**config.mk**
```make
export PLATFORM = sky130hd
export DESIGN_NAME = fetch_unit_flat
export DESIGN_NICKNAME = d
export VERILOG_FILES = /design/src/rtl/riscv_pkg.sv /design/src/rtl/fetch_unit_if.sv /design/src/rtl/fetch_queue.sv /design/src/rtl/fetch_unit.sv /design/src/flat_wrapper.sv
export SDC_FILE = /design/constraint.sdc
export NUM_CORES = 1
export LEC_CHECK = 0
export CAP_MARGIN = 20
export CORE_UTILIZATION = 56
export DETAILED_ROUTE_END_ITERATION = 10
export GPL_TIMING_DRIVEN = 0
export PLACE_DENSITY = 0.83
export SYNTH_ARGS = -nofsm -noshare
export SYNTH_HDL_FRONTEND = slang
export SYNTH_SLANG_ARGS = --single-unit
```
**constraint.sdc**
```tcl
create_clock -name clk -period 9.3 [get_ports clk]
set_input_delay 1.86 -clock clk [delete_from_list [all_inputs] [get_ports clk]]
set_output_delay 1.86 -clock clk [all_outputs]
set_load 0.1 [all_outputs]
```
**src/rtl/riscv_pkg.sv**
```systemverilog
// Shared core definitions: PC width, the NOP encoding and the
// fetch bundle handed from the fetch stage to the IF/ID register.
package riscv_pkg;

  localparam int XLEN = 64;

  localparam logic [31:0] NOP_INSTR = 32'h00000013;

  typedef struct packed {
    logic [XLEN-1:0] pc;
    logic [31:0]     instruction;
  } fetch_entry_t;

endpackage

```
**src/rtl/fetch_unit_if.sv**
```systemverilog
// Fetch-stage bus: instruction BRAM port, redirect input and the
// valid/ready handshake toward decode.
interface fetch_unit_if #(
  parameter int XLEN        = riscv_pkg::XLEN,
  parameter int ADDR_BITS   = 14,
  parameter int QUEUE_DEPTH = 4
);

  localparam int CW = $clog2(QUEUE_DEPTH) + 1;

  logic                 imem_en;
  logic [ADDR_BITS-1:0] imem_addr;
  logic [31:0]          imem_rdata;
  logic                 redirect_valid;
  logic [XLEN-1:0]      redirect_pc;
  logic                 id_valid;
  logic                 id_ready;
  logic [31:0]          id_instruction;
  logic [XLEN-1:0]      id_pc;
  logic [CW-1:0]        queue_count;

  modport master (
    output imem_en,
    output imem_addr,
    input  imem_rdata,
    input  redirect_valid,
    input  redirect_pc,
    output id_valid,
    input  id_ready,
    output id_instruction,
    output id_pc,
    output queue_count
  );

  modport slave (
    input  imem_en,
    input  imem_addr,
    output imem_rdata,
    output redirect_valid,
    output redirect_pc,
    input  id_valid,
    output id_ready,
    input  id_instruction,
    input  id_pc,
    input  queue_count
  );

endinterface

```
**src/rtl/fetch_queue.sv**
```systemverilog
// Circular buffer of fetched entries with wrap-around pointers and
// an explicit occupancy count; flush empties it in one edge.
module fetch_queue #(
  parameter int WIDTH = 96,
  parameter int DEPTH = 4
) (
  input  logic                         clk,
  input  logic                         reset,
  input  logic                         flush,
  input  logic                         push,
  input  logic [WIDTH-1:0]             push_data,
  input  logic                         pop,
  output logic [$clog2(DEPTH):0]       count,
  output logic [WIDTH-1:0]             head
);

  localparam int PW = $clog2(DEPTH);
  localparam int CW = PW + 1;
  localparam logic [CW-1:0] FULL = CW'(DEPTH);

  logic [WIDTH-1:0] mem [DEPTH];
  logic [PW-1:0]    rd_ptr;
  logic [PW-1:0]    wr_ptr;
  logic [CW-1:0]    cnt;
  logic             do_push;
  logic             do_pop;

  assign do_pop  = pop && (cnt != '0);
  assign do_push = push && ((cnt != FULL) || do_pop);

  always_ff @(posedge clk) begin
    if (reset || flush) begin
      rd_ptr <= '0;
      wr_ptr <= '0;
      cnt    <= '0;
    end else begin
      if (do_push) wr_ptr <= wr_ptr + 1'b1;
      if (do_pop)  rd_ptr <= rd_ptr + 1'b1;
      case ({do_push, do_pop})
        2'b10:   cnt <= cnt + 1'b1;
        2'b01:   cnt <= cnt - 1'b1;
        default: cnt <= cnt;
      endcase
    end
  end

  always_ff @(posedge clk) begin
    if (do_push) mem[wr_ptr] <= push_data;
  end

  assign count = cnt;
  assign head  = mem[rd_ptr];

endmodule

```
**src/rtl/fetch_unit.sv**
```systemverilog
// Instruction fetch stage: PC generation, BRAM issue with queue
// credit, in-flight tracking and redirect flush.
module fetch_unit #(
  parameter int              XLEN        = riscv_pkg::XLEN,
  parameter int              ADDR_BITS   = 14,
  parameter int              QUEUE_DEPTH = 4,
  parameter int              MEM_LATENCY = 1,
  parameter logic [XLEN-1:0] RESET_PC    = '0
) (
  input logic        clk,
  input logic        reset,
  fetch_unit_if.master bus
);

  import riscv_pkg::*;

  localparam int CW = $clog2(QUEUE_DEPTH) + 1;
  localparam int L  = MEM_LATENCY;
  localparam logic [CW:0] LIMIT = (CW+1)'(QUEUE_DEPTH);

  logic [XLEN-1:0] fetch_pc;
  logic [L-1:0]    infl_valid;
  logic [XLEN-1:0] infl_pc [L];
  logic [CW-1:0]   infl_cnt;
  logic [CW-1:0]   q_count;
  logic [CW:0]     occ;
  logic            issue;
  logic            pop;
  logic            q_valid;
  fetch_entry_t    push_entry;
  fetch_entry_t    head_entry;

  always_comb begin
    infl_cnt = '0;
    for (int i = 0; i < L; i++)
      infl_cnt = infl_cnt + CW'(infl_valid[i]);
  end

  // Reads already in flight hold a queue slot; a same-cycle pop is not credited.
  assign occ   = {1'b0, q_count} + {1'b0, infl_cnt};
  assign issue = !reset && !bus.redirect_valid && (occ < LIMIT);

  assign bus.imem_en   = issue;
  assign bus.imem_addr = fetch_pc[ADDR_BITS+1:2];

  assign q_valid = (q_count != '0);
  assign pop     = q_valid && bus.id_ready && !bus.redirect_valid;

  assign push_entry = '{pc: infl_pc[L-1], instruction: bus.imem_rdata};

  always_ff @(posedge clk) begin
    if (reset) begin
      fetch_pc   <= RESET_PC;
      infl_valid <= '0;
    end else if (bus.redirect_valid) begin
      fetch_pc   <= bus.redirect_pc & ~XLEN'(3);
      infl_valid <= '0;
    end else begin
      if (issue) fetch_pc <= fetch_pc + XLEN'(4);
      infl_valid[0] <= issue;
      for (int i = 1; i < L; i++)
        infl_valid[i] <= infl_valid[i-1];
    end
  end

  always_ff @(posedge clk) begin
    infl_pc[0] <= fetch_pc;
    for (int i = 1; i < L; i++)
      infl_pc[i] <= infl_pc[i-1];
  end

  fetch_queue #(
    .WIDTH($bits(fetch_entry_t)),
    .DEPTH(QUEUE_DEPTH)
  ) queue (
    .clk       (clk),
    .reset     (reset),
    .flush     (bus.redirect_valid),
    .push      (infl_valid[L-1]),
    .push_data (push_entry),
    .pop       (pop),
    .count     (q_count),
    .head      (head_entry)
  );

  assign bus.id_valid       = q_valid;
  assign bus.id_instruction = q_valid ? head_entry.instruction : NOP_INSTR;
  assign bus.id_pc          = q_valid ? head_entry.pc : '0;
  assign bus.queue_count    = q_count;

endmodule

```
**src/flat_wrapper.sv**
```systemverilog
// flat-port wrapper written by rule: the top's interface ports become plain ports
module fetch_unit_flat import riscv_pkg::*;
#(
  parameter int              XLEN        = riscv_pkg::XLEN,
  parameter int              ADDR_BITS   = 14,
  parameter int              QUEUE_DEPTH = 4,
  parameter int              MEM_LATENCY = 1,
  parameter logic [XLEN-1:0] RESET_PC    = '0
)
  (clk, reset, bus_imem_en, bus_imem_addr, bus_imem_rdata, bus_redirect_valid, bus_redirect_pc, bus_id_valid, bus_id_ready, bus_id_instruction, bus_id_pc, bus_queue_count);
  fetch_unit_if #(.XLEN(XLEN), .ADDR_BITS(ADDR_BITS), .QUEUE_DEPTH(QUEUE_DEPTH)) bus_i ();
  input logic clk;
  input logic reset;
  output wire logic [$bits(bus_i.imem_en)-1:0] bus_imem_en;
  output wire logic [$bits(bus_i.imem_addr)-1:0] bus_imem_addr;
  input wire logic [$bits(bus_i.imem_rdata)-1:0] bus_imem_rdata;
  input wire logic [$bits(bus_i.redirect_valid)-1:0] bus_redirect_valid;
  input wire logic [$bits(bus_i.redirect_pc)-1:0] bus_redirect_pc;
  output wire logic [$bits(bus_i.id_valid)-1:0] bus_id_valid;
  input wire logic [$bits(bus_i.id_ready)-1:0] bus_id_ready;
  output wire logic [$bits(bus_i.id_instruction)-1:0] bus_id_instruction;
  output wire logic [$bits(bus_i.id_pc)-1:0] bus_id_pc;
  output wire logic [$bits(bus_i.queue_count)-1:0] bus_queue_count;
  assign bus_imem_en = bus_i.imem_en;
  assign bus_imem_addr = bus_i.imem_addr;
  assign bus_i.imem_rdata = bus_imem_rdata;
  assign bus_i.redirect_valid = bus_redirect_valid;
  assign bus_i.redirect_pc = bus_redirect_pc;
  assign bus_id_valid = bus_i.id_valid;
  assign bus_i.id_ready = bus_id_ready;
  assign bus_id_instruction = bus_i.id_instruction;
  assign bus_id_pc = bus_i.id_pc;
  assign bus_queue_count = bus_i.queue_count;
  fetch_unit #(.XLEN(XLEN), .ADDR_BITS(ADDR_BITS), .QUEUE_DEPTH(QUEUE_DEPTH), .MEM_LATENCY(MEM_LATENCY), .RESET_PC(RESET_PC)) u_core (.clk(clk), .reset(reset), .bus(bus_i));
endmodule
```
Word-level counts from Yosys, hierarchy flattened
Memories as Yosys holds them, arrays and structs flattened. A register that Yosys moved wholly into a read port is not among the register bits.
Index checks and enable logic that the tools add are counted.
{ "word_totals": {"reg_bits": 72, "ramBits": 448, "inputBits": 100, "out_inout_bits": 115, "word_cells": 41, "n_memories": 2} }
{ "op_classes": {"n_addsub": 6, "n_lt_le_gt_ge": 1, "eq_ne": 3, "mux": 9, "n_reduce_logical": 14} }
{ "mem_list": {"columns": ["memory", "words", "width", "read_ports", "rd_clocked_by_memory_dff", "write_ports", "line", "rtl"], "rows": [
  ["u_core.queue.mem", 4, 96, 1, 1, 1, "fetch_queue.sv:21", "logic [WIDTH-1:0] mem [DEPTH];"],
  ["u_core.infl_pc", 1, 64, 1, 0, 1, "fetch_unit.sv:23", "logic [XLEN-1:0] infl_pc [L];"]
]} }
{ "op_table": {"columns": ["cell", "count"], "rows": [
  ["two-way mux 64 bit", 3],
  ["adder 64 x 3 -> 64 bit, second input constant", 1],
  ["two-way mux 32 bit", 1],
  ["logical AND 1 bit", 6],
  ["case mux 3 bit (2 select lines)", 1],
  ["adder 2 x 1 -> 2 bit, second input constant", 2],
  ["adder 3 x 1 -> 4 bit", 1],
  ["< comparator 4 x 3 -> 1 bit, second input constant", 1],
  ["two-way mux 2 bit", 2],
  ["nonzero test 2 bit", 2],
  ["adder 3 x 1 -> 3 bit, second input constant", 1],
  ["!= test 3 bit, second input constant", 1],
  ["nonzero test 3 bit", 1],
  ["subtractor 3 x 1 -> 3 bit, second input constant", 1],
  ["equality test 2 x 1 -> 1 bit, second input constant", 1],
  ["equality test 2 bit, second input constant", 1],
  ["logical NOT 1 bit", 2],
  ["logical OR 1 bit", 2],
  ["two-way mux 1 bit", 2],
  ["OR reduction 2 bit", 1]
]} }

Logic depth before layout (Yosys ltp)
Gate-level depths: netlist of run 1.
{ "depth": {"word_depth": 8, "depth_mapped": 8, "mapped_depth_nobuf": 8} }

Modules after synthesis
A second synthesis of run 1 with hierarchy kept.
{ "unflattened": {"hier_cells": 1282, "hier_area_um2": 20418.3} }
{ "by_module_without_submodules": {"columns": ["module", "n_inst", "cells_each", "area_per_inst_um2", "seq_area_each_um2"], "rows": [
  ["fetch_queue", 1, 557, 14356.3, 11711.2],
  ["fetch_unit", 1, 725, 6062.1, 2502.4]
]} }

Worst setup path before layout of run 1
OpenSTA, ideal clock, no wires.
{ "synth_timing": {"path_type": "input -> output", "startpoint": "in reset", "endpoint": "out bus_imem_en", "arrival_time_ps": 3436, "t_required_ps": 7440, "path_slack_ps": 4004, "cell_stages": 5, "n_path_buf": 2, "path_cell_list": "clkbuf_1 -> nor2_1 -> nand2_1 -> inv_1 -> clkbuf_1"} }
{ "synth_between": {"elab_chain_cells": 3} }
{ "synth_lines": {"columns": ["element", "line", "rtl"], "rows": [
  ["start, declared", "flat_wrapper.sv:13", "input logic reset;"],
  ["logical NOT 1 bit", "fetch_unit.sv:41", "assign issue = !reset && !bus.redirect_valid && (occ < LIMIT);"],
  ["logical AND 1 bit (2 in series)", "fetch_unit.sv:41", null],
  ["end, declared", "flat_wrapper.sv:14", "output wire logic [$bits(bus_i.imem_en)-1:0] bus_imem_en;"]
]} }
Every way passes these cells.

Final worst setup path of run 1
Ends and elaborated chain as after synthesis.

==> reports/qor.csv, run 1 <==
stage,metric,value,unit
logic_synthesis,synth_edf_count,376,
clock_tree,clk_pin_slew,0.06,ns
sta,relSlewSlack,23.1,%
worst_setup_path,reg2reg_depth,7,
clock_tree,cts_resized,0,
worst_setup_path,required,7.44,ns
logic_synthesis,synth-warning-count,0,
floorplan,row_count,68,
global_routing,grt_pass1_wl,70400,um
floorplan,core-area,0.0346,mm^2
detailed_routing,drtPass1Iterations,5,
placed_design,gp_congestion,0.936,
clock_tree,cts_setup_buffers,0,
clock_tree,numClockSinks,510,
logic_synthesis,netlist_top_cells_count,"edfxtp_1, dfxtp_1, and2_1",
floorplan,initial_core_util,57.0,%
worst_setup_path,start_kind,input port,
worst_setup_path,path_depth,7,
global_routing,grt_pass1_vias,12000,
worst_setup_path,path_class,in -> out,
worst_setup_path,crit_chain,clkdlybuf4s50_1 -> clkbuf_1 -> nor2_1 -> nand2_1 -> inv_1 -> clkbuf_1 -> clkdlybuf4s50_1,
sta,skew,0.0202,ns
logic_synthesis,ys_ff_latch,510,
worst_setup_path,path_buf_inv,5,
detailed_routing,drt_wl_total,46600,um
cells_and_area,fin_area,0.0244,mm^2
global_routing,antenna_found_initial,2,
global_routing,track_usage,26.3,%
floorplan,die_area,0.0360,mm^2
clock_tree,cts_buffer_depth,3,
floorplan,io_pins,215,
logic_synthesis,synth_area_leaders,"edfxtp_1, dfxtp_1, mux4_2, and2_1, nor2_1",
pwr,p_leak,0.00787,uW
job,maxCapViolCount,0,
clock_tree,cts_max_level,2,
clock_tree,clock_latency,0.57,ns
detailed_routing,first_iter_violations,982,
logic_synthesis,yosys.area.top_type,edfxtp_1,
worst_setup_path,crit_path_max_fanout,10,
detailed_routing,final_antenna_net_count,0,
global_routing,grt_overflow_total,0,
logic_synthesis,synthArstFlopShare,0,%
floorplan,die_y,190,um
worst_setup_path,critPathSlowestCell,clkdlybuf4s50_1,
detailed_routing,drc_errors,0,
placed_design,portBuffers,210,
logic_synthesis,yosysMostFrequentCell,edfxtp_1,
detailed_routing,wire_per_inst,23.4,um
logic_synthesis,yosys_most_used_dff,edfxtp_1,
placed_design,dpl-instance-area,0.0226,mm^2
logic_synthesis,synth_area,0.0198,mm^2
pwr,p_per_area,212,mW/mm^2
clock_tree,cts_hold_buf,0,
worst_hold_path,holdCritPathClass,reg -> reg,
floorplan,die_w,190,um
sta,setup_violations,0,
worst_setup_path,critical-path-top-delay-family,buffers and inverters,
worst_setup_path,worst_setup_path_end_kind,output port,
cells_and_area,nets,1599,
outcome,status,finished clean,
detailed_routing,viasPerCell,6.04,
logic_synthesis,yosysTopAreaCellShare,57.2,%
logic_synthesis,netlist_instances,1222,
logic_synthesis,synth_cell_types,57,
worst_hold_path,min_path_cells,0,
detailed_routing,num_vias,12000,
pwr,peakVddDrop,0.180,mV
worst_setup_path,crit_arrival,5.10,ns
logic_synthesis,yosysSeqAreaShare,70.7,%
sta,fin_crit_sh,74.9,%
logic_synthesis,avgSynthCellArea,16.2,um^2
cells_and_area,area_growth,23.5,%
sta,min_period,6.96,ns
sta,rsz0062_at_grt,false,
cells_and_area,drive_gt1_share,14.2,%
placed_design,hpwl,31000,um
worst_setup_path,slowest_delay,1.25,ns
sta,fmax,144,MHz
clock_tree,cts_tree,done,
sta,setup_tns,0,ns
clock_tree,cts-root-buf,clkbuf_16,
sta,slew_violations,0,
sta,tightest_slew,1.14,ns
sta,hold_viol,0,
global_routing,grt_max_degree,38,
clock_tree,cts_buffers,50,
==> layout by cell type, fill, tap and decap left out, types with 6 or more instances in the layout <==
| cell | n |
|---|---|
| nor4_1 | 21 |
| a211oi_1 | 19 |
| edfxtp_1 | 376 |
| and2_1 | 96 |
| and3_1 | 14 |
| nand2_1 | 53 |
| and4_1 | 8 |
| o21ai_0 | 11 |
| buf_12 | 7 |
| nand4_1 | 30 |
| or3_1 | 11 |
| xor2_1 | 12 |
| or4_1 | 16 |
| a21oi_1 | 20 |
| xnor2_1 | 20 |
| nand3_1 | 36 |
| nor3_1 | 10 |
| a311oi_1 | 13 |
| clkbuf_8 | 10 |
| buf_1 | 14 |
| mux4_2 | 94 |
| dfxtp_1 | 134 |
| o31ai_1 | 7 |
| nor2_1 | 58 |
| a31oi_1 | 7 |
| clkdlybuf4s50_1 | 210 |
| clkinv_2 | 6 |
| clkbuf_1 | 56 |
| clkbuf_16 | 54 |
| o211ai_1 | 9 |
| buf_4 | 16 |
| inv_1 | 14 |
==> routing by layer <==
| metal | wire (um) | up-vias | track usage [%] |
|---|---|---|---|
| met1 | 18700 | 6029 | 35.5 |
| met4 | 1550 | 2 | 9.40 |
| met5 | 13 | - | 0 |
| li1 | - | 5312 | - |
| met3 | 3880 | 105 | 4.94 |
| met2 | 22500 | 584 | 43.0 |
==> per-stage QoR <==
step	total power, uW	utilization [%]	std cells	hold WS (ns)	setup WS (ns)
after floorplan	2920	-	1223	0.339	4.00
after global routing	5310	70.4	1991	0.383	2.24
after detailed placement	3090	65.3	1896	0.364	2.45
after CTS	5190	70.4	1990	0.372	2.44
final	5160	70.4	1991	0.373	2.34
after global placement	3080	64.8	1888	0.359	1.73
==> worst reg2reg max path, stage by stage, from the launching register on <==
cell      delay [ns]
dfxtp_1         0.46
ha_1            0.26
nand3_1         0.24
or4_1           0.61
buf_2           0.22
nor3_1          0.84
xnor2_1         0.19
a211oi_1        0.27
==> where the power goes <==
group / total, uW / switching, uW / internal [uW]
Combinational: 475 / 322 / 153
Sequential: 2570 / 60.4 / 2510
Clock: 2120 / 833 / 1290
Total: 5160 / 1220 / 3950
==> worst paths after layout <==
| path | from | endpoint | slack, ns |
|---|---|---|---|
| worst min register to register | u_core.fetch_pc[63]$_SDFFE_PP0P_ | u_core.infl_pc[0][63]$_DFF_P_ | 0.37 |
| worst max register to register | u_core.fetch_pc[2]$_SDFFE_PP0P_ | u_core.fetch_pc[32]$_SDFFE_PP0P_ | 6.12 |
| worst max-delay path | reset | bus_imem_en | 2.34 |
| worst min-delay path | u_core.fetch_pc[63]$_SDFFE_PP0P_ | u_core.infl_pc[0][63]$_DFF_P_ | 0.37 |
==> cell type report <==
type / instances / area, um^2
well taps: 455 / 569
flip-flops and latches: 510 / 14000
diodes: 1 / 2.50
plain buffers: 78 / 354
fillers: 2225 / 10200
clock inverters: 19 / 248
repair buffers: 218 / 2270
clock buffers: 75 / 1540
inverters: 16 / 60.1
multi-input cells: 619 / 5380
==> sequential cells by signal, summed over array words and instances (netlist names), named ones only <==
signal,cells
u_core.fetch_pc,62
u_core.queue.rd_ptr,2
u_core.queue.mem,376
u_core.infl_pc,62
u_core.queue.count,3
u_core.infl_valid,1
u_core.queue.wr_ptr,2
==> cell families (layout without fill, tap and decap cells) <==
family / Yosys count / count (layout) / synth area share [%]
DFF: 510 / 510 / 70.7
and+or+nand+nor: 371 / 371 / 10.4
AOI/OAI and AO/OA: 112 / 112 / 4.04
muxes: 96 / 96 / 10.8
buffers and inverters: 94 / 406 / 2.10
xor gates and xnor gates: 32 / 32 / 1.42
adders and majority gates: 6 / 6 / 0.418
other: 1 / 3 / 0.0190
Power figures use the tool's default switching activity.
==> run 2: changes to the inputs <==
CORE_UTILIZATION = 51   (was 56)
PLACE_DENSITY = 0.8   (was 0.83)
clock period = 5.9 ns   (was 9.3 ns; I/O delays follow)
==> run 2 against run 1 <==
Effect of this change: register-to-register slack got worse by 3.3 ns; clock skew decreased by 0.0079 ns; largest cell class unchanged; die area increased by 9.7%; critical path type unchanged.
==> reports/qor.csv, run 2 (synthesized netlist as in run 1, its figures left out) <==
stage,metric,value,unit
cells_and_area,largest-register,u_core.queue.mem,
cells_and_area,nets,1598,
detailed_routing,first_iter_violations,995,
clock_tree,cts_tree,done,
clock_tree,clk_pin_slew,0.06,ns
worst_hold_path,holdCritPathClass,reg -> reg,
placed_design,gp_congestion,0.923,
worst_setup_path,rr_startpoint,u_core.fetch_pc[2]$_SDFFE_PP0P_,
cells_and_area,area_growth,23.5,%
sta,setup_tns,0,ns
worst_setup_path,crit_arrival,4.36,ns
clock_tree,clock_latency,0.59,ns
clock_tree,cts_hold_buf,0,
clock_tree,cts_buffer_depth,3,
global_routing,grtUsageMet3,4.85,%
sta,hold_viol,0,
clock_tree,numClockSinks,510,
pwr,p_per_area,333,mW/mm^2
floorplan,die_w,199,um
worst_setup_path,startpoint,reset,
sta,setup_violations,0,
worst_setup_path,worst_setup_path_end_kind,output port,
global_routing,grt_pass1_vias,11700,
cells_and_area,drive_gt1_share,13.8,%
sta,hold_ws,0.387,ns
placed_design,place_ws,0.477,ns
cells_and_area,mostFrequentLayoutCells,"edfxtp_1, clkdlybuf4s50_1, dfxtp_1",
cells_and_area,antenna_cells,0,
clock_tree,cts_setup_buffers,0,
placed_design,hpwl,31100,um
worst_setup_path,r2r_end,u_core.fetch_pc[32]$_SDFFE_PP0P_,
sta,skew,0.0122,ns
global_routing,track_usage,24.1,%
floorplan,die_y,199,um
floorplan,die_area,0.0395,mm^2
worst_setup_path,critPathSlowestCell,clkdlybuf4s50_1,
pwr,netSwitchingFraction,23.8,%
worst_setup_path,slowest_delay,1.26,ns
worst_setup_path,start_kind,input port,
global_routing,grt_busiest_layer,met2,
worst_setup_path,crit_chain,clkdlybuf4s50_1 -> clkbuf_1 -> nor2_1 -> nand2_1 -> inv_1 -> clkbuf_1 -> clkdlybuf4s50_1,
detailed_routing,final_antenna_net_count,0,
job,maxCapViolCount,0,
clock_tree,cts-root-buf,clkbuf_16,
pwr,power.total,8120,uW
sta,slew_violations,0,
floorplan,io_pins,215,
placed_design,portBuffers,210,
pwr,power.switching,1930,uW
global_routing,grt_max_degree,54,
global_routing,gr-usage-met1,33.3,%
worst_setup_path,reg2reg_depth,7,
sta,tightest_slew,1.09,ns
detailed_routing,drtPass1Iterations,5,
sta,rsz0062_at_grt,false,
detailed_routing,num_vias,11800,
sta,relSlewSlack,26.9,%
worst_setup_path,path_class,in -> out,
sta,fin_crit_sh,93.9,%
pwr,intPower,6190,uW
cells_and_area,largest_register_ff_count,376,
pwr,seqPwrFrac,49.9,%
sta,fin_ws,0.359,ns
floorplan,row_count,71,
cells_and_area,final_common_cell,edfxtp_1,
worst_setup_path,required,4.72,ns
global_routing,antenna_found_initial,1,
sta,min_period,5.54,ns
worst_setup_path,worst-r2r-setup-slack,2.78,ns
sta,fmax,180,MHz
pwr,peakVddDrop,0.268,mV
detailed_routing,viasPerCell,5.78,
global_routing,met2_usage,37.8,%
worst_setup_path,crit_path_max_fanout,10,
global_routing,grt_pass1_wl,69500,um
cells_and_area,largestRegisters,"u_core.queue.mem (376), u_core.fetch_pc (62), u_core.infl_pc (62)",
global_routing,grt_overflow_total,0,
pwr,comb_power_share,9.2,%
worst_setup_path,endpoint,bus_imem_en,
clock_tree,cts_resized,0,
clock_tree,cts_buffers,51,
pwr,p_leak,0.00784,uW
detailed_routing,drt_wl_total,46700,um
clock_tree,cts_max_level,2,
pwr,pwr-share-clk,40.9,%
detailed_routing,drc_errors,0,
cells_and_area,nFillCells,2685,
outcome,status,finished clean,
detailed_routing,wire_per_inst,22.8,um
floorplan,core-area,0.0378,mm^2
floorplan,initial_core_util,52.2,%
## run 2: cell count changes in the layout (fill, tap and decap cells not counted)
cell       change
clkbuf_8       -7
clkbuf_1       +6
buf_12         -3
clkbuf_16      +2
clkbuf_4       -2
clkinv_2       +2
inv_4          +2
buf_16         +1
clkinv_4       -1
clkinv_8       -1
diode_2        -1
inv_6          +1
## run 2: stage by stage
| step | cells | util (%) | area, um^2 |
|---|---|---|---|
| after floorplan | 1223 | - | 19800 |
| after global placement | 1944 | 59.4 | 22500 |
| after detailed placement | 1950 | 59.8 | 22600 |
| after CTS | 2046 | 64.5 | 24400 |
| after global routing | 2046 | 64.5 | 24400 |
| final | 2046 | 64.5 | 24400 |
## run 2: power groups by stage
stage	combinational (uW)	clock [uW]	sequential [uW]
floorplan	501	0	4100
global placement	736	0	4120
detailed placement	745	0	4130
CTS	748	3380	4050
global route	779	3510	4060
finish	745	3320	4050
## run 2: how the worst min path moves through the flow
stage,start,end,slack (ns),depth (start not counted)
final,u_core.fetch_pc[63]$_SDFFE_PP0P_,u_core.infl_pc[0][63]$_DFF_P_,0.39,0
after global routing,u_core.fetch_pc[16]$_SDFFE_PP0P_,u_core.infl_pc[0][16]$_DFF_P_,0.40,0
after CTS,u_core.fetch_pc[60]$_SDFFE_PP0P_,u_core.infl_pc[0][60]$_DFF_P_,0.39,0
after detailed placement,u_core.fetch_pc[63]$_SDFFE_PP0P_,u_core.infl_pc[0][63]$_DFF_P_,0.37,0
after global placement,u_core.fetch_pc[63]$_SDFFE_PP0P_,u_core.infl_pc[0][63]$_DFF_P_,0.37,0
after floorplan,u_core.fetch_pc[63]$_SDFFE_PP0P_,u_core.infl_pc[0][63]$_DFF_P_,0.34,0
## run 2: metal layers
| metal | part of all wire [%] | wire length [um] |
|---|---|---|
| met2 | 47 | 21900 |
| met4 | 3.0 | 1410 |
| met5 | 0.028 | 13 |
| met1 | 41 | 19400 |
| met3 | 8.6 | 4010 |
## run 2: layout make-up
cell class	count	area, um^2	share of cell area [%]
plain buffers	78	354	1.45
clock buffers	74	1500	6.14
clock inverters	22	254	1.04
inverters	16	60.1	0.246
multi-input cells	619	5380	22.0
flip-flops and latches	510	14000	57.3
well taps	511	639	2.62
repair buffers	216	2240	9.17
## run 2: worst max-delay path, delay by kind of cell
kind	cells	cell delay [ns]
and+or+nand+nor	2	0.43
buffers and inverters	5	2.75
